$ cat src/rtl/axi_stream_upsizer_pkg.sv
// Shared width helpers for the AXI-Stream upsizer: lane counter sizing and
// wide-side data/keep widths derived from the narrow width and pack ratio.
package axi_stream_upsizer_pkg;

  function automatic int unsigned clog2(input int unsigned value);
    int unsigned result;
    result = 0;
    for (int unsigned v = (value > 0) ? value - 1 : 0; v > 0; v = v >> 1) begin
      result++;
    end
    return result;
  endfunction

  // A ratio of 1 still needs a 1-bit vector to declare, even though it is unused.
  function automatic int unsigned lane_cnt_width(input int unsigned ratio);
    return (clog2(ratio) > 0) ? clog2(ratio) : 1;
  endfunction

  function automatic int unsigned m_data_width(input int unsigned s_data_width,
                                               input int unsigned ratio);
    return s_data_width * ratio;
  endfunction

  function automatic int unsigned m_keep_width(input int unsigned s_data_width,
                                               input int unsigned ratio);
    return (s_data_width * ratio) / 8;
  endfunction

endpackage

$ cat src/rtl/axi_stream_upsizer.sv
// AXI-Stream width upsizer: packs RATIO narrow beats (lane 0 in LSBs) into one
// registered wide beat, flushing early on tlast; flags tdest/tid changes mid-word.
module axi_stream_upsizer
  import axi_stream_upsizer_pkg::*;
#(
  parameter int unsigned S_DATA_WIDTH = 8,
  parameter int unsigned RATIO        = 4,
  parameter int unsigned USER_WIDTH   = 1,
  parameter int unsigned DEST_WIDTH   = 1,
  parameter int unsigned ID_WIDTH     = 1
) (
  input  logic                                        clk,
  input  logic                                        rst_n,
  input  logic [S_DATA_WIDTH-1:0]                     s_tdata,
  input  logic                                        s_tvalid,
  output logic                                        s_tready,
  input  logic                                        s_tlast,
  input  logic [S_DATA_WIDTH/8-1:0]                   s_tstrb,
  input  logic [S_DATA_WIDTH/8-1:0]                   s_tkeep,
  input  logic [USER_WIDTH-1:0]                       s_tuser,
  input  logic [DEST_WIDTH-1:0]                       s_tdest,
  input  logic [ID_WIDTH-1:0]                         s_tid,
  output logic [m_data_width(S_DATA_WIDTH, RATIO)-1:0] m_tdata,
  output logic                                        m_tvalid,
  input  logic                                        m_tready,
  output logic                                        m_tlast,
  output logic [m_keep_width(S_DATA_WIDTH, RATIO)-1:0] m_tstrb,
  output logic [m_keep_width(S_DATA_WIDTH, RATIO)-1:0] m_tkeep,
  output logic [USER_WIDTH*RATIO-1:0]                 m_tuser,
  output logic [DEST_WIDTH-1:0]                       m_tdest,
  output logic [ID_WIDTH-1:0]                         m_tid,
  output logic                                        err_sideband
);

  localparam int unsigned M_DATA_WIDTH = m_data_width(S_DATA_WIDTH, RATIO);
  localparam int unsigned S_KEEP_WIDTH = S_DATA_WIDTH / 8;
  localparam int unsigned M_KEEP_WIDTH = m_keep_width(S_DATA_WIDTH, RATIO);
  localparam int unsigned M_USER_WIDTH = USER_WIDTH * RATIO;

  logic                    w_accept;
  logic                    w_complete;
  logic                    w_last_lane;
  logic                    w_err_set;
  logic [M_DATA_WIDTH-1:0] w_word_data;
  logic [M_KEEP_WIDTH-1:0] w_word_strb;
  logic [M_KEEP_WIDTH-1:0] w_word_keep;
  logic [M_USER_WIDTH-1:0] w_word_user;
  logic [DEST_WIDTH-1:0]   w_word_dest;
  logic [ID_WIDTH-1:0]     w_word_id;

  logic                    r_m_tvalid;
  logic                    r_m_tlast;
  logic [M_DATA_WIDTH-1:0] r_m_tdata;
  logic [M_KEEP_WIDTH-1:0] r_m_tstrb;
  logic [M_KEEP_WIDTH-1:0] r_m_tkeep;
  logic [M_USER_WIDTH-1:0] r_m_tuser;
  logic [DEST_WIDTH-1:0]   r_m_tdest;
  logic [ID_WIDTH-1:0]     r_m_tid;
  logic                    r_err;

  assign s_tready   = !r_m_tvalid || m_tready;
  assign w_accept   = s_tvalid && s_tready;
  assign w_complete = w_accept && (w_last_lane || s_tlast);

  generate
    if (RATIO == 1) begin : g_slice
      assign w_last_lane = 1'b1;
      assign w_err_set   = 1'b0;
      assign w_word_data = s_tdata;
      assign w_word_strb = s_tstrb;
      assign w_word_keep = s_tkeep;
      assign w_word_user = s_tuser;
      assign w_word_dest = s_tdest;
      assign w_word_id   = s_tid;
    end else begin : g_pack
      localparam int unsigned LANE_W = lane_cnt_width(RATIO);

      logic [LANE_W-1:0]       r_lane_cnt;
      logic [M_DATA_WIDTH-1:0] r_asm_data;
      logic [M_KEEP_WIDTH-1:0] r_asm_strb;
      logic [M_KEEP_WIDTH-1:0] r_asm_keep;
      logic [M_USER_WIDTH-1:0] r_asm_user;
      logic [DEST_WIDTH-1:0]   r_asm_dest;
      logic [ID_WIDTH-1:0]     r_asm_id;

      assign w_last_lane = (r_lane_cnt == LANE_W'(RATIO - 1));
      assign w_word_dest = (r_lane_cnt == '0) ? s_tdest : r_asm_dest;
      assign w_word_id   = (r_lane_cnt == '0) ? s_tid   : r_asm_id;
      assign w_err_set   = w_accept && (r_lane_cnt != '0) &&
                           ((s_tdest != r_asm_dest) || (s_tid != r_asm_id));

      // Word as it would look with the current beat dropped into its lane;
      // lanes above lane_cnt are already zero because assembly clears on completion.
      always_comb begin
        w_word_data = r_asm_data;
        w_word_strb = r_asm_strb;
        w_word_keep = r_asm_keep;
        w_word_user = r_asm_user;
        for (int unsigned l = 0; l < RATIO; l++) begin
          if (r_lane_cnt == LANE_W'(l)) begin
            w_word_data[l*S_DATA_WIDTH +: S_DATA_WIDTH] = s_tdata;
            w_word_strb[l*S_KEEP_WIDTH +: S_KEEP_WIDTH] = s_tstrb;
            w_word_keep[l*S_KEEP_WIDTH +: S_KEEP_WIDTH] = s_tkeep;
            w_word_user[l*USER_WIDTH +: USER_WIDTH]     = s_tuser;
          end
        end
      end

      always_ff @(posedge clk or negedge rst_n) begin
        if (!rst_n) begin
          r_lane_cnt <= '0;
          r_asm_data <= '0;
          r_asm_strb <= '0;
          r_asm_keep <= '0;
          r_asm_user <= '0;
          r_asm_dest <= '0;
          r_asm_id   <= '0;
        end else if (w_accept) begin
          if (w_complete) begin
            r_lane_cnt <= '0;
            r_asm_data <= '0;
            r_asm_strb <= '0;
            r_asm_keep <= '0;
            r_asm_user <= '0;
            r_asm_dest <= '0;
            r_asm_id   <= '0;
          end else begin
            r_lane_cnt <= r_lane_cnt + LANE_W'(1);
            r_asm_data <= w_word_data;
            r_asm_strb <= w_word_strb;
            r_asm_keep <= w_word_keep;
            r_asm_user <= w_word_user;
            r_asm_dest <= w_word_dest;
            r_asm_id   <= w_word_id;
          end
        end
      end
    end
  endgenerate

  // A completing accept can only happen while the output is empty or draining,
  // so reloading here never overwrites an untransferred word.
  always_ff @(posedge clk or negedge rst_n) begin
    if (!rst_n) begin
      r_m_tvalid <= 1'b0;
      r_m_tlast  <= 1'b0;
      r_m_tdata  <= '0;
      r_m_tstrb  <= '0;
      r_m_tkeep  <= '0;
      r_m_tuser  <= '0;
      r_m_tdest  <= '0;
      r_m_tid    <= '0;
      r_err      <= 1'b0;
    end else begin
      if (w_complete) begin
        r_m_tvalid <= 1'b1;
        r_m_tlast  <= s_tlast;
        r_m_tdata  <= w_word_data;
        r_m_tstrb  <= w_word_strb;
        r_m_tkeep  <= w_word_keep;
        r_m_tuser  <= w_word_user;
        r_m_tdest  <= w_word_dest;
        r_m_tid    <= w_word_id;
      end else if (m_tready) begin
        r_m_tvalid <= 1'b0;
      end
      r_err <= w_err_set;
    end
  end

  assign m_tvalid     = r_m_tvalid;
  assign m_tlast      = r_m_tlast;
  assign m_tdata      = r_m_tdata;
  assign m_tstrb      = r_m_tstrb;
  assign m_tkeep      = r_m_tkeep;
  assign m_tuser      = r_m_tuser;
  assign m_tdest      = r_m_tdest;
  assign m_tid        = r_m_tid;
  assign err_sideband = r_err;

endmodule

$ cat config.mk
export PLATFORM = sky130hd
export DESIGN_NAME = axi_stream_upsizer
export DESIGN_NICKNAME = d
export VERILOG_FILES = /design/src/rtl/axi_stream_upsizer_pkg.sv /design/src/rtl/axi_stream_upsizer.sv
export SDC_FILE = /design/constraint.sdc
export NUM_CORES = 1
export LEC_CHECK = 0
export ABC_AREA = 1
export CORE_MARGIN = 10
export CORE_UTILIZATION = 56
export CTS_BUF_LIST = sky130_fd_sc_hd__clkbuf_8
export CTS_CLUSTER_SIZE = 12
export DETAILED_ROUTE_END_ITERATION = 12
export GPL_ROUTABILITY_DRIVEN = 0
export GPL_TIMING_DRIVEN = 0
export PLACE_DENSITY = 0.82
export SYNTH_ARGS = -nofsm -noshare
export SYNTH_HDL_FRONTEND = slang
export SYNTH_SLANG_ARGS = --single-unit
$ cat constraint.sdc
create_clock -name clk -period 1.76 [get_ports clk]
set_clock_uncertainty 0.2 [all_clocks]
set_input_delay 0.264 -clock clk [delete_from_list [all_inputs] [get_ports clk]]
set_output_delay 0.264 -clock clk [all_outputs]
set_load 0.02 [all_outputs]
==> impl_metrics.toml <==
[clock_network]
clkSinkCount = 97
cts_tree = "done"
cts_buffers = 9
cts_root_buf = "clkbuf_8"
clock_latency_ps = 360
clkTransAtPathRegs_ps = 90
clk_path_buf_depth = 2
htree_levels = 3

[die]
die_y_um = 109
dieArea_um2 = 11900
dieWidth_um = 109
rows = 32
io_pins = 68
coreArea_um2 = 7690
start_util = 0.576

[logic_synthesis]
yosys-mux-area-fraction = 0
ys_types = 13
synthSimpleGateAreaFrac = 0.376
avgSynthCellArea_um2 = 7.69
synth_compound_area_frac = 0.00311
syn_nets = 597
yosysSeqAreaShare = 0.549
synth_xor_area_frac = 0
synth_top_family_by_area = "simple AND/OR/NAND/NOR gates"
synth_fa_ha_area_frac = 0.0113
yosys_warnings = 0
synth.cell_area_um2 = 4420
synthCells = 575
synth_seq_cells = 97

[setup_path]
crit_path_start_kind = "register"
critPathMostFrequentCell = "nand2_1"
end_kind = "register"
ff2ff_setup_slack_ps = 40
cp_max_fo = 11
crit_path_top_delay_cell = "dfrtp_1"
critPathMaxStageDelay_ps = 410
crit_path_cell_trace = "inv_1 > ha_1 > inv_1 > nand2_1 > nand2_1 > nand3_1 > nand2_1"
worstPathRequired_ps = 1860
crit_arrival_ps = 1820
criticalPathCategory = "reg2reg"

[timing]
rsz0062_at_grt = "yes"
period_minus_slack_ps = 1720
fin_hold_ws_ps = 147
slew_headroom = 0.668
tightestPinTransition_ps = 497
fmax_mhz = 581
fin_ws_ps = 38.0
maxSlewViolCount = 0
min_period_over_period = 0.978
setup_viol = 0
finalSetupTns_ps = 0
hold_violations = 0

[drt]
avgRoutedWirePerCell_um = 15.7
wl_um = 12100
antenna_left = 0
drtIter0Drc = 366
dr.pass1.iters = 5
drcViolationCount = 0
vias = 4113
vias_per_cell = 5.37

[layout]
final_cell_area_um2 = 5530
fin_nets = 681
final_core_util = 0.719
final_cell_count_no_fill = 766
area_delta_synth_final_pct = 24.9
drive_gt1_frac = 0.0949
num_antenna_cells = 0

[placement]
place_ws_ps = -337
port_buffers = 67
dpl_cell_area_um2 = 5250
dp_hpwl_um = 8510
dp.cells = 745

[grt]
overflow = 0
grt_max_degree = 74
grt_pass1_wl_um = 19200
grt_pass1_vias = 3910
antenna_found_initial = 0
grt_usage = 0.201

[power_and_ir_drop]
power_density_nw_per_um2 = 1170
vdd_ir_drop_max_mv = 0.654
p_leak_nw = 3.35
power_mw = 6.44

[worst_hold_path]
hp-class = "in2async"

[run]
drv_cap = 0

[outcome]
status = "finished, final reports clean"
## where the power goes
part / internal [mW] / switching, mW / total, mW
logic: 0.699 / 1.31 / 2.01
registers: 2.61 / 0.218 / 2.83
clock network: 0.865 / 0.737 / 1.60
## final cells by class
class                      instances  area (um2)
sequential                        97        2430
fill                             597        2160
multi-input combinational        419        1750
timing repair buffer              74         683
buffer                            32         211
clock buffer                      11         151
tap                              102         128
inverter                          25         100
clock inverter                     5        71.3
timing repair inverter             1        7.51
## placed cells by master, fill, tap and decap left out, types with 2 or more instances in the layout
cell,instances
ha_2,3
inv_1,25
clkbuf_2,5
buf_4,18
clkinvlp_4,2
clkdlybuf4s50_1,16
buf_2,8
nand2_1,325
clkbuf_4,3
clkbuf_8,11
nand2_2,3
dlygate4sd2_1,49
dfrtp_1,97
nand3_1,84
bufinv_16,2
## timing repair
item,4_1_cts,5_1_grt
buffers inserted,0,5
pin swaps,0,0
endpoints found under the setup margin,129,89
cloned,0,1
endpoints found under the hold margin,33,0
resized for setup,64,20
hold buffers,1,0
## flip-flops by register name, summed over array words and instances (netlist names), 4 cells and up
signal and cells:
g_pack.r_asm_user 4, m_tuser 4, m_tstrb 4, g_pack.r_asm_strb 4
m_tkeep 4, g_pack.r_asm_data 32, m_tdata 32, g_pack.r_asm_keep 4
## path summary, 6_finish.rpt
path                                           start                    to  cells after the start
worst max-delay path            g_pack.r_lane_cnt[0]           m_tdata[17]                      7
min in group clk                         m_tdata[22]           m_tdata[22]                      2
worst min-delay path                           rst_n            m_tuser[3]                      2
max in group asynchronous                      rst_n  g_pack.r_asm_strb[2]                      3
worst min register to register           m_tdata[22]           m_tdata[22]                      2
worst max register to register  g_pack.r_lane_cnt[0]           m_tdata[17]                      7
## cells by family (layout without fill, tap and decap cells)
kind of cell	Yosys count	after routing
AOI/OAI and AO/OA	2	2
adders and majority gates	4	4
buffers and inverters	59	148
DFF	97	97
and+or+nand+nor	413	413
## routing by layer
metal,track usage,share of wire
met1,0.255,0.42
met4,0.0829,0.024
met5,0,0
met2,0.324,0.47
met3,0.0466,0.082
## cells in the mapped netlist
library cell  instances  share of area
nand2_1             327           0.28
dfrtp_1              97           0.55
nand3_1              84          0.095
inv_1                23          0.020
buf_2                17          0.019
clkbuf_1             10         0.0085
buf_4                 7          0.012
ha_1                  4          0.011
inv_2                 2         0.0017
a21oi_1               1         0.0011
a21oi_2               1         0.0020
nand2_2               1         0.0014
nand3_2               1         0.0023
## critical path: cells and delay by family (launching register included)
family,cells,cell delay (ps)
adder cells (fa/ha/maj),1,240
buffers and inverters,2,430
AND/OR/NAND/NOR,4,390
flip-flops,1,410
Power figures use the tool's default switching activity.
